## src/rtl/stack_seq_if.sv

```systemverilog
// Request/stack-control bundle between the sequencer and its surroundings.
// The slave side is the sequencer; the master side drives requests and the stack.
interface stack_seq_if #(
    parameter int unsigned DW = 4
);
    localparam int unsigned LW = 5;

    logic          call_req;
    logic          data_req;
    logic          ret_req;
    logic [DW-1:0] pc_in;
    logic [DW-1:0] data_in;
    logic          err_clr;
    logic          full_i;
    logic          empty_i;
    logic [DW-1:0] stack_data_i;

    logic          stack_push;
    logic          stack_pop;
    logic          stack_we;
    logic          stack_re;
    logic          stack_mux_sel;
    logic [DW-1:0] stack_wdata;
    logic          req_ack;
    logic          busy;
    logic          ret_valid;
    logic          err_ovf;
    logic          err_unf;
    logic [DW-1:0] ret_data_o;
    logic [LW-1:0] level_o;

    modport slave (
        input  call_req, data_req, ret_req, pc_in, data_in, err_clr,
               full_i, empty_i, stack_data_i,
        output stack_push, stack_pop, stack_we, stack_re, stack_mux_sel,
               stack_wdata, req_ack, busy, ret_valid, err_ovf, err_unf,
               ret_data_o, level_o
    );

    modport master (
        output call_req, data_req, ret_req, pc_in, data_in, err_clr,
               full_i, empty_i, stack_data_i,
        input  stack_push, stack_pop, stack_we, stack_re, stack_mux_sel,
               stack_wdata, req_ack, busy, ret_valid, err_ovf, err_unf,
               ret_data_o, level_o
    );
endinterface

```

## src/rtl/stack_seq.sv

```systemverilog
// Call/return stack sequencer: arbitrates push/pop requests, drives the stack
// controls one operation at a time and keeps a shadow occupancy count.
module stack_seq #(
    parameter int unsigned DW    = 4,
    parameter int unsigned DEPTH = 16
) (
    input  logic        clk,
    input  logic        rst,
    stack_seq_if.slave  bus
);
    localparam int unsigned LW = 5;
    localparam logic [LW-1:0] FULL_LVL = LW'(DEPTH);

    typedef enum logic [1:0] {
        IDLE = 2'd0,
        PUSH = 2'd1,
        POP  = 2'd2,
        READ = 2'd3
    } state_e;

    state_e        state_q, state_d;
    logic          push_q, push_d;
    logic          pop_q, pop_d;
    logic          we_q, we_d;
    logic          re_q, re_d;
    logic          mux_q, mux_d;
    logic [DW-1:0] wdata_q, wdata_d;
    logic          ack_q, ack_d;
    logic          busy_q, busy_d;
    logic          rvalid_q, rvalid_d;
    logic          ovf_q, ovf_d;
    logic          unf_q, unf_d;
    logic [DW-1:0] rdata_q, rdata_d;
    logic [LW-1:0] level_q, level_d;
    logic          new_ovf, new_unf;

    // Controls are decoded from the next state so they are registered and
    // line up exactly with the cycle spent in PUSH/POP/READ.
    always_comb begin
        state_d  = state_q;
        push_d   = 1'b0;
        pop_d    = 1'b0;
        we_d     = 1'b0;
        re_d     = 1'b0;
        mux_d    = 1'b0;
        wdata_d  = wdata_q;
        ack_d    = 1'b0;
        rvalid_d = 1'b0;
        rdata_d  = rdata_q;
        level_d  = level_q;
        new_ovf  = 1'b0;
        new_unf  = 1'b0;

        case (state_q)
            IDLE: begin
                ack_d = bus.call_req | bus.data_req | bus.ret_req;
                if (bus.ret_req) begin
                    if (bus.empty_i || (level_q == '0)) begin
                        new_unf = 1'b1;
                    end else begin
                        state_d = POP;
                        pop_d   = 1'b1;
                    end
                end else if (bus.call_req || bus.data_req) begin
                    if (bus.full_i || (level_q == FULL_LVL)) begin
                        new_ovf = 1'b1;
                    end else begin
                        state_d = PUSH;
                        we_d    = 1'b1;
                        push_d  = 1'b1;
                        mux_d   = ~bus.call_req;
                        wdata_d = bus.call_req ? bus.pc_in : bus.data_in;
                    end
                end
            end
            PUSH: begin
                state_d = IDLE;
                level_d = (level_q == FULL_LVL) ? level_q : level_q + LW'(1);
            end
            POP: begin
                state_d = READ;
                re_d    = 1'b1;
                level_d = (level_q == '0) ? level_q : level_q - LW'(1);
            end
            READ: begin
                state_d  = IDLE;
                rdata_d  = bus.stack_data_i;
                rvalid_d = 1'b1;
            end
            default: state_d = IDLE;
        endcase

        busy_d = (state_d != IDLE);
        // A fresh error wins over a simultaneous clear.
        ovf_d  = new_ovf | (ovf_q & ~bus.err_clr);
        unf_d  = new_unf | (unf_q & ~bus.err_clr);
    end

    always_ff @(posedge clk) begin
        if (rst) begin
            state_q  <= IDLE;
            push_q   <= 1'b0;
            pop_q    <= 1'b0;
            we_q     <= 1'b0;
            re_q     <= 1'b0;
            mux_q    <= 1'b0;
            wdata_q  <= '0;
            ack_q    <= 1'b0;
            busy_q   <= 1'b0;
            rvalid_q <= 1'b0;
            ovf_q    <= 1'b0;
            unf_q    <= 1'b0;
            rdata_q  <= '0;
            level_q  <= '0;
        end else begin
            state_q  <= state_d;
            push_q   <= push_d;
            pop_q    <= pop_d;
            we_q     <= we_d;
            re_q     <= re_d;
            mux_q    <= mux_d;
            wdata_q  <= wdata_d;
            ack_q    <= ack_d;
            busy_q   <= busy_d;
            rvalid_q <= rvalid_d;
            ovf_q    <= ovf_d;
            unf_q    <= unf_d;
            rdata_q  <= rdata_d;
            level_q  <= level_d;
        end
    end

    assign bus.stack_push    = push_q;
    assign bus.stack_pop     = pop_q;
    assign bus.stack_we      = we_q;
    assign bus.stack_re      = re_q;
    assign bus.stack_mux_sel = mux_q;
    assign bus.stack_wdata   = wdata_q;
    assign bus.req_ack       = ack_q;
    assign bus.busy          = busy_q;
    assign bus.ret_valid     = rvalid_q;
    assign bus.err_ovf       = ovf_q;
    assign bus.err_unf       = unf_q;
    assign bus.ret_data_o    = rdata_q;
    assign bus.level_o       = level_q;
endmodule

```

## src/flat_wrapper.sv

```systemverilog
// flat-port wrapper written by rule: the top's interface ports become plain ports
module stack_seq_flat 
#(
    parameter int unsigned DW    = 4,
    parameter int unsigned DEPTH = 16
)
  (clk, rst, bus_call_req, bus_data_req, bus_ret_req, bus_pc_in, bus_data_in, bus_err_clr, bus_full_i, bus_empty_i, bus_stack_data_i, bus_stack_push, bus_stack_pop, bus_stack_we, bus_stack_re, bus_stack_mux_sel, bus_stack_wdata, bus_req_ack, bus_busy, bus_ret_valid, bus_err_ovf, bus_err_unf, bus_ret_data_o, bus_level_o);
  stack_seq_if #(.DW(DW)) bus_i ();
  input  logic clk;
  input  logic rst;
  input wire logic [$bits(bus_i.call_req)-1:0] bus_call_req;
  input wire logic [$bits(bus_i.data_req)-1:0] bus_data_req;
  input wire logic [$bits(bus_i.ret_req)-1:0] bus_ret_req;
  input wire logic [$bits(bus_i.pc_in)-1:0] bus_pc_in;
  input wire logic [$bits(bus_i.data_in)-1:0] bus_data_in;
  input wire logic [$bits(bus_i.err_clr)-1:0] bus_err_clr;
  input wire logic [$bits(bus_i.full_i)-1:0] bus_full_i;
  input wire logic [$bits(bus_i.empty_i)-1:0] bus_empty_i;
  input wire logic [$bits(bus_i.stack_data_i)-1:0] bus_stack_data_i;
  output wire logic [$bits(bus_i.stack_push)-1:0] bus_stack_push;
  output wire logic [$bits(bus_i.stack_pop)-1:0] bus_stack_pop;
  output wire logic [$bits(bus_i.stack_we)-1:0] bus_stack_we;
  output wire logic [$bits(bus_i.stack_re)-1:0] bus_stack_re;
  output wire logic [$bits(bus_i.stack_mux_sel)-1:0] bus_stack_mux_sel;
  output wire logic [$bits(bus_i.stack_wdata)-1:0] bus_stack_wdata;
  output wire logic [$bits(bus_i.req_ack)-1:0] bus_req_ack;
  output wire logic [$bits(bus_i.busy)-1:0] bus_busy;
  output wire logic [$bits(bus_i.ret_valid)-1:0] bus_ret_valid;
  output wire logic [$bits(bus_i.err_ovf)-1:0] bus_err_ovf;
  output wire logic [$bits(bus_i.err_unf)-1:0] bus_err_unf;
  output wire logic [$bits(bus_i.ret_data_o)-1:0] bus_ret_data_o;
  output wire logic [$bits(bus_i.level_o)-1:0] bus_level_o;
  assign bus_i.call_req = bus_call_req;
  assign bus_i.data_req = bus_data_req;
  assign bus_i.ret_req = bus_ret_req;
  assign bus_i.pc_in = bus_pc_in;
  assign bus_i.data_in = bus_data_in;
  assign bus_i.err_clr = bus_err_clr;
  assign bus_i.full_i = bus_full_i;
  assign bus_i.empty_i = bus_empty_i;
  assign bus_i.stack_data_i = bus_stack_data_i;
  assign bus_stack_push = bus_i.stack_push;
  assign bus_stack_pop = bus_i.stack_pop;
  assign bus_stack_we = bus_i.stack_we;
  assign bus_stack_re = bus_i.stack_re;
  assign bus_stack_mux_sel = bus_i.stack_mux_sel;
  assign bus_stack_wdata = bus_i.stack_wdata;
  assign bus_req_ack = bus_i.req_ack;
  assign bus_busy = bus_i.busy;
  assign bus_ret_valid = bus_i.ret_valid;
  assign bus_err_ovf = bus_i.err_ovf;
  assign bus_err_unf = bus_i.err_unf;
  assign bus_ret_data_o = bus_i.ret_data_o;
  assign bus_level_o = bus_i.level_o;
  stack_seq #(.DW(DW), .DEPTH(DEPTH)) u_core (.clk(clk), .rst(rst), .bus(bus_i));
endmodule
```

## config.mk

```make
export PLATFORM = sky130hd
export DESIGN_NAME = stack_seq_flat
export DESIGN_NICKNAME = d
export VERILOG_FILES = /design/src/rtl/stack_seq_if.sv /design/src/rtl/stack_seq.sv /design/src/flat_wrapper.sv
export SDC_FILE = /design/constraint.sdc
export NUM_CORES = 1
export LEC_CHECK = 0
export BUFFER_PORTS_ARGS = -buffer_cell sky130_fd_sc_hd__buf_2
export CORE_MARGIN = 2
export CORE_UTILIZATION = 45
export CTS_CLUSTER_DIAMETER = 150
export CTS_CLUSTER_SIZE = 40
export DETAILED_ROUTE_END_ITERATION = 10
export GPL_TIMING_DRIVEN = 1
export PLACE_DENSITY = 0.76
export SLEW_MARGIN = 10
export SYNTH_ARGS = -nofsm -noshare
export SYNTH_HDL_FRONTEND = slang
export SYNTH_SLANG_ARGS = --single-unit
```

## constraint.sdc

```tcl
create_clock -name clk -period 2.3 [get_ports clk]
set_input_delay 0.115 -clock clk [delete_from_list [all_inputs] [get_ports clk]]
set_output_delay 0.115 -clock clk [all_outputs]
set_load 0.01 [all_outputs]
```

Word level (Yosys, flattened, before mapping):

Index checks and enable logic that the tools add are counted.

* bits in registers: 24
* input port bits: 20
* output and inout bits: 23
* logic and storage cells: 67

* $add $sub $neg: 2
* equal/unequal tests: 6
* multiplexer cells: 20
* bitwise operators: 12
* reduce and logical (&&, ||, !) cells: 14

Operator list (number)
* two-way mux 1 bit: 11
* two-way mux 5 bit: 2
* case mux 5 bit (2 select lines): 1
* two-way mux 2 bit: 4
* NOT 1 bit: 6
* case mux 2 bit (3 select lines): 1
* adder 5 x 1 -> 5 bit (second input constant): 1
* == test 5 bit (second input constant): 1
* zero test 5 bit: 1
* OR reduction 5 bit: 1
* subtractor 5 x 1 -> 5 bit (second input constant): 1
* == test 2 bit (second input constant): 2
* two-way mux 4 bit: 1
* inequality test 2 bit (second input constant): 2
* OR 1 bit: 4
* AND reduction 4 bit: 1
* nonzero test 2 bit: 2
* OR reduction 2 bit: 2
* OR reduction 4 bit: 1
* logical OR 1 bit: 3
* AND reduction 3 bit: 1
* OR reduction 3 bit: 1
* bitwise AND 1 bit: 2
* == test 2 x 1 -> 1 bit (second input constant): 1
* zero test 2 bit: 1

Depth between registers and ports, before layout:

Gate-level depths: netlist (run 1).

* depth in word-level cells: 7
* depth in mapped cells: 9

Worst setup path after synthesis (run 1):

Ideal clock, no wire load.

* kind: reg2reg
* start point: reg u_core.state_q[0]
* end point: reg u_core.level_q[4] (netlist: u_core.bus.level_o[4])
* library setup time: 0.115 ns
* data arrival time: 1.925 ns
* data required time: 2.185 ns
* path slack: 0.261 ns
* stages on the path, launching flop included: 9
* buffers on the path: 0
* period minus slack after synthesis: 2.039 ns
* cells stage by stage: dfxtp_1 inv_1 ha_1 ha_1 nor2b_1 o21a_1 o21a_1 o31a_1 o21ba_1

* longest elaborated chain between the ends: 3

Ends and longest elaborated chain
* start: declaration: RTL line stack_seq.sv:21 `state_e state_q, state_d;`
* start signal: assignment: RTL line stack_seq.sv:116 `state_q <= state_d;`
* == test 2 bit or == test 2 x 1 -> 1 bit (tied branches): RTL line stack_seq.sv:54 `case (state_q)`
* inequality test 2 bit (no line) or nonzero test 2 bit (tied branches)
* AND reduction 3 bit (no line)
* end signal: assignment: RTL line stack_seq.sv:129 `level_q <= level_d;`
* end: declaration: RTL line stack_seq.sv:34 `logic [LW-1:0] level_q, level_d;`

Several ways; a longest one is shown, not always the timed one.
A chain may end at the register's enable or synchronous reset.

Final worst setup path (run 1):

Same ends and word-level chain as after synthesis.

==> summary.md, run 1 <==
| Metric | Value |
|---|---|
| CP startpoint kind | flop |
| Layout cell share with drive strength beyond 1 | 0.311 |
| WL per Instance | 11.9 um |
| Cell Rows | 18 |
| Clock transition at path regs | approximately 0.13 ns |
| Critical path class | flop to flop |
| Max-cap viol count | 0 |
| DR vias/cell | ~5.1 |
| Final setup fails | 0 |
| Core ar. | approximately 2500 um2 |
| Post-synthesis average cell area | 9.62 um2 |
| Syn Inst Count | between 100 and 150 |
| Async S/R FF share, synth | 0 |
| EDFF count, synth | 0 |
| Setup bufs post-CTS | 0 |
| Pleak | 0.691 nW |
| RePlAce Congestion | 0.872 |
| Mapped Area | 1180 um2 |
| Critical Path Max Stage Delay | 0.41 ns |
| Io pins | 43 |
| Cell Chain, Critical Path | inv_1 -> ha_1 -> ha_1 -> nor2b_1 -> o21a_1 -> o21a_1 -> o31a_1 -> o21ba_1 |
| Die span in x | 55.3 um |
| CTS tree | done |
| DRT antenna net count | 0 |
| Vias | 984 |
| First-pass GRT wire length | 4.15 mm |
| Status | finished clean |
| Largest net degree at the start of global routing | 23 |
| Vias in the first global route | 955 |
| Maximum clock frequency | 469 MHz |
| Fin crit share | 0.928 |
| Worst hold path type | input pin to flop |
| RSZ-0062 raised after global routing | false |
| Chip height | about 55 um |
| PortBufs | 42 |
| Clk root buf | clkbuf_4 |
| Synth cell types | 30 |
| Cell count after placement | 190 |
| Pwr dens | approximately 620 nW/um2 |
| Synth top area cells | dfxtp_1 (41%), ha_1 (8.5%), mux2i_1 (8.5%) |
| Most numerous cell in the Yosys netlist | dfxtp_1 |
| Initial core utilization | 0.478 |
| Fin. Hold Viols | 0 |
| Area leader, netlist | dfxtp_1 |
| Critical Path RT | 2.52 ns |
| Initial DRC Count | 5 |
| Yosys top cell area share | 0.406 |
| Synth warnings | 0 |
| Initial antenna violation count | 0 |
| Die area | between 3000 and 4000 um2 |
| Pins Over Slew Limit | 0 |
| Slowest cell on crit path | dfxtp_1 |
| Clock Sinks | 24 |
| Total wire length | 2.30 mm |
| Num CTS Buffers | 3 |
| Maximum clock insertion buffer count | 2 |
| Crit path capture type | flop |
| Top_reg_cell synth | dfxtp_1 |
| Fin cells | between 150 and 200 |
| VDD IR-drop max | approximately 0.00042 V |
| Htree depth | 1 |
| Worst skew pair latency | 0.31 ns |
| Syn nets | around 150 |
| Slew headroom | 0.739 |
| Post-CTS Resized | 0 |
| GRT Util Overall | 0.165 |
| Hold_buf cts | 0 |
| Setup Skew | 0.00608 ns |
| Area grow syn2layout | 22.8% |
| Worst Tran Pin Value | around 0.39 ns |
| Nets@finish | 194 |
| Total congestion overflow | 0 |
| DR DRC count | 0 |
| Synthesis-stage register bit count | 24 |
| Worst Path Arrival | 2.35 ns |
| Detailed-router iteration count before antenna repair | 4 |
| CP max FO | 4 |
| Setup tns final | 0 ns |
| DPL Wire Length | 1.78 mm |
| Antenna cells | 0 |
| Period minus WS final | 2.13 ns |
| Commonest cells in the netlist | dfxtp_1 (24), nor2_1 (21), mux2i_1 (10), ha_1 (8) |
| Register area share after synthesis | 0.406 |
## final cells by class
type	instances	area, um2
clock buffer	3	22.5
clock inverter	1	30.0
fill	238	1020
inverter	7	26.3
multi-input combinational	86	639
sequential	24	480
tap	30	37.5
timing repair buffer	43	218
## cell usage in the layout, fill, tap and decap left out, types with 2 or more instances in the layout
cell / count
buf_2: 42
dfxtp_1: 24
nor2_1: 21
mux2i_1: 10
ha_1: 8
inv_1: 7
a21oi_1: 7
nor2b_1: 5
nand2b_1: 4
a211oi_1: 4
nor3_1: 3
nor4_1: 3
o21a_1: 3
clkbuf_4: 3
xnor2_1: 2
o21ai_0: 2
o211ai_1: 2
## stage by stage
| stage | util | hold slack (ns) | area [um2] | power (W) | worst slack (ns) |
|---|---|---|---|---|---|
| floorplan | - | 0.202 | 1180 | 0.000562 | 0.261 |
| global placement | 0.566 | 0.347 | 1400 | 0.000602 | 0.284 |
| finish | 0.587 | 0.0255 | 1450 | 0.000896 | 0.167 |
| detailed placement | 0.566 | 0.348 | 1400 | 0.000606 | 0.202 |
| global route | 0.587 | 0.0294 | 1450 | 0.000947 | 0.0864 |
| CTS | 0.587 | 0.0101 | 1450 | 0.000913 | 0.175 |
## state kept, by name, summed over array words and instances, names as in the netlist
name / flops
u_core.bus.ret_data_o: 4
u_core.bus.stack_push: 1
u_core.bus.req_ack: 1
u_core.bus.stack_mux_sel: 1
u_core.state_q: 2
u_core.bus.err_unf: 1
u_core.bus.busy: 1
u_core.bus.ret_valid: 1
u_core.bus.err_ovf: 1
u_core.bus.stack_wdata: 4
u_core.bus.stack_pop: 1
u_core.bus.level_o: 5
u_core.bus.stack_re: 1
## report_power, final
| group | internal [W] | switching, W |
|---|---|---|
| registers | 0.000435 | 0.0000109 |
| clock network | 0.000176 | 0.000123 |
| logic | 0.0000673 | 0.0000832 |
| total | 0.000679 | 0.000217 |
## metal layers
layer,track usage,routed length [um]
met3,0.0258,123
met4,0.0627,12
met1,0.201,1040
met2,0.289,1120
met5,0,0
## kinds of logic after synthesis
family | synth area share
and+or+nand+nor | 0.193
AOI/OAI and AO/OA | 0.146
DFF | 0.406
buffers and inverters | 0.0539
muxes | 0.0846
adders and majority gates | 0.101
xor gates and xnor gates | 0.0148
## critical path: cells and delay by family, from the launching register on
family	cells	cell delay, ns
AO/OA/AOI/OAI	4	0.82
adder cells (fa/ha/maj)	2	0.56
buffers and inverters	1	0.10
flip-flops	1	0.41
AND/OR/NAND/NOR	1	0.15
## worst paths after layout
path	slack, ns	from	cells after the start	endpoint
worst max-delay path	0.17	u_core.state_q[0]	8	u_core.bus.level_o[4]
worst min-delay path	0.03	bus_data_req	3	u_core.bus.req_ack
worst max register to register	0.17	u_core.state_q[0]	8	u_core.bus.level_o[4]
worst min register to register	0.48	u_core.bus.err_unf	2	u_core.bus.err_unf
Power figures use the tool's default switching activity.
==> run 2, diff against run 1 <==
--- a/config.mk
+++ b/config.mk
@@ -6,7 +6,6 @@
 export NUM_CORES = 1
 export LEC_CHECK = 0
 export BUFFER_PORTS_ARGS = -buffer_cell sky130_fd_sc_hd__buf_2
-export CORE_MARGIN = 2
 export CORE_UTILIZATION = 45
 export CTS_CLUSTER_DIAMETER = 150
 export CTS_CLUSTER_SIZE = 40
==> constraint.sdc (replaced) <==
create_clock -name clk -period 2.38 [get_ports clk]
set_input_delay 0.119 -clock clk [delete_from_list [all_inputs] [get_ports clk]]
set_output_delay 0.119 -clock clk [all_outputs]
set_load 0.01 [all_outputs]
==> run 2 against run 1 <==
Total power fell by 2.8%. Combinational power fell by 5%. Global-route usage rose by 0.36 points. Die area fell by 7.1%. Register-to-register slack barely moved. Sequential share of layout area rose by 0.17 points. Flip-flop and latch count did not move. Critical path depth did not move. Via count fell by 0.71%. Count of clock-buffer cells in the layout did not move. Worst hold slack got worse by 0.0025 ns.
==> summary.md, run 2 (synthesis results as in run 1) <==
| Metric | Value |
|---|---|
| Status | finished clean |
| Initial core utilization | 0.478 |
| Detailed-router iteration count before antenna repair | 5 |
| Worst Reg-to-Reg Cells | 8 |
| Maximum clock frequency | 453 MHz |
| Die span in x | about 53 um |
| DPL Wire Length | 1.69 mm |
| Met3 wire len | about 130 um |
| Layout cell share with drive strength beyond 1 | 0.307 |
| Initial DRC Count | 16 |
| Largest net degree at the start of global routing | 23 |
| Total congestion overflow | 0 |
| DR vias/cell | 5.06 |
| Crit path capture type | flop |
| Worst hold path depth | 3 |
| WL per Instance | 11.7 um |
| Clock Sinks | 24 |
| CP max FO | 8 |
| Metal-1 WL | ~1.0 mm |
| Maximum clock insertion buffer count | 2 |
| Setup bufs post-CTS | 0 |
| Max FFs per register | 5 |
| Worst hold-check slack | 0.0230 ns |
| Antenna cells | 0 |
| Buffer and inverter count on the worst path | 1 |
| Most frequent cells in the layout | buf_2 (42), dfxtp_1 (24), nor2_1 (21), mux2i_1 (10), ha_1 (8) |
| Initial antenna violation count | 0 |
| Htree depth | 1 |
| CTS tree | done |
| Clock transition at path regs | 0.14 ns |
| Worst Tran Pin Value | around 0.39 ns |
| Clk root buf | clkbuf_4 |
| Pwr dens | around 600 nW/um2 |
| Top sig layer | met4 |
| Critical path class | flop to flop |
| Metal2 WL | ~1.1 mm |
| Period minus WS final | 2.21 ns |
| Total wire length | 2.26 mm |
| Critical path depth | 8 |
| Worst hold path type | input pin to flop |
| Max-cap viol count | 0 |
| Pleak | approximately 0.69 nW |
| RSZ-0062 raised after global routing | false |
| Setup tns final | 0 ns |
| Final setup fails | 0 |
| VDD IR-drop max | around 0.00040 V |
| Cell Chain, Critical Path | inv_1 -> ha_1 -> ha_1 -> nor2b_1 -> o21a_1 -> o21a_1 -> o31a_1 -> o21ba_1 |
| Most common cell after layout, fill and taps aside | buf_2 |
| Core ar. | 2480 um2 |
| CP startpoint kind | flop |
| Post-CTS Resized | 0 |
| PortBufs | between 40 and 50 |
| Fin crit share | 0.928 |
| Critical path's top delay family | compound AO/OA/AOI/OAI gates |
| Worst Path Arrival | 2.43 ns |
| Slowest cell on crit path | dfxtp_1 |
| Slew headroom | 0.740 |
| RePlAce Congestion | 0.882 |
| First-pass GRT wire length | 3.45 mm |
| GRT Util Overall | 0.168 |
| Critical Path Max Stage Delay | 0.41 ns |
| Hold_buf cts | 0 |
| Pins Over Slew Limit | 0 |
| Fin. Hold Viols | 0 |
| Vias | between 900 and 1,000 |
| Chip height | 53.3 um |
| Vias in the first global route | 818 |
| Area grow syn2layout | 22.2% |
| Total power | 0.000871 W |
| Die area | 2840 um2 |
| Nets@finish | 193 |
| Critical Path RT | 2.60 ns |
| Io pins | 43 |
| DR DRC count | 0 |
| Worst skew pair latency | 0.32 ns |
| Cell Rows | 18 |
| Num CTS Buffers | 3 |
| Setup Skew | 0.00614 ns |
| DRT antenna net count | 0 |
run 2: final cells by class:
| type | instances | area, um2 |
|---|---|---|
| Fill cell | 238 | 1030 |
| Multi-Input combinational cell | 86 | 639 |
| Sequential cell | 24 | 480 |
| Timing Repair Buffer | 42 | 210 |
| Tap cell | 30 | 37.5 |
| Clock inverter | 1 | 30.0 |
| Inverter | 7 | 26.3 |
| Clock buffer | 3 | 22.5 |
run 2: through the flow:
step,std cells,util,setup WS (ns),instance area (um2)
3_3_place_gp,189,0.563,0.282,1390
3_5_place_dp,189,0.563,0.199,1390
5_1_grt,193,0.584,0.0503,1450
2_1_floorplan,123,-,0.341,1180
4_1_cts,193,0.584,0.173,1450
6_report,193,0.584,0.172,1450
run 2: worst min-delay path, delay by kind of cell:
family | cells | cell delay (ns)
and+or+nand+nor | 2 | 0.11
buffers and inverters | 1 | 0.09
run 2: power breakdown:
part	total [W]	switching, W	internal, W
logic	0.000143	0.0000788	0.0000646
clock network	0.000295	0.000125	0.000170
registers	0.000432	0.0000115	0.000421
total	0.000871	0.000215	0.000656
run 2: per-layer routing:
| layer | GRT usage | up-vias |
|---|---|---|
| li1 | - | 504 |
| met1 | 0.209 | 440 |
| met2 | 0.269 | 31 |
| met3 | 0.0402 | 2 |
| met4 | 0.0789 | 0 |
| met5 | 0 | - |
run 2: worst paths after layout:
path                            from                     to  slack (ns)
hold reg to reg   u_core.bus.err_unf     u_core.bus.err_unf        0.48
hold / removal          bus_data_req     u_core.bus.req_ack        0.02
setup / recovery   u_core.state_q[0]  u_core.bus.level_o[4]        0.17
setup reg to reg   u_core.state_q[0]  u_core.bus.level_o[4]        0.17
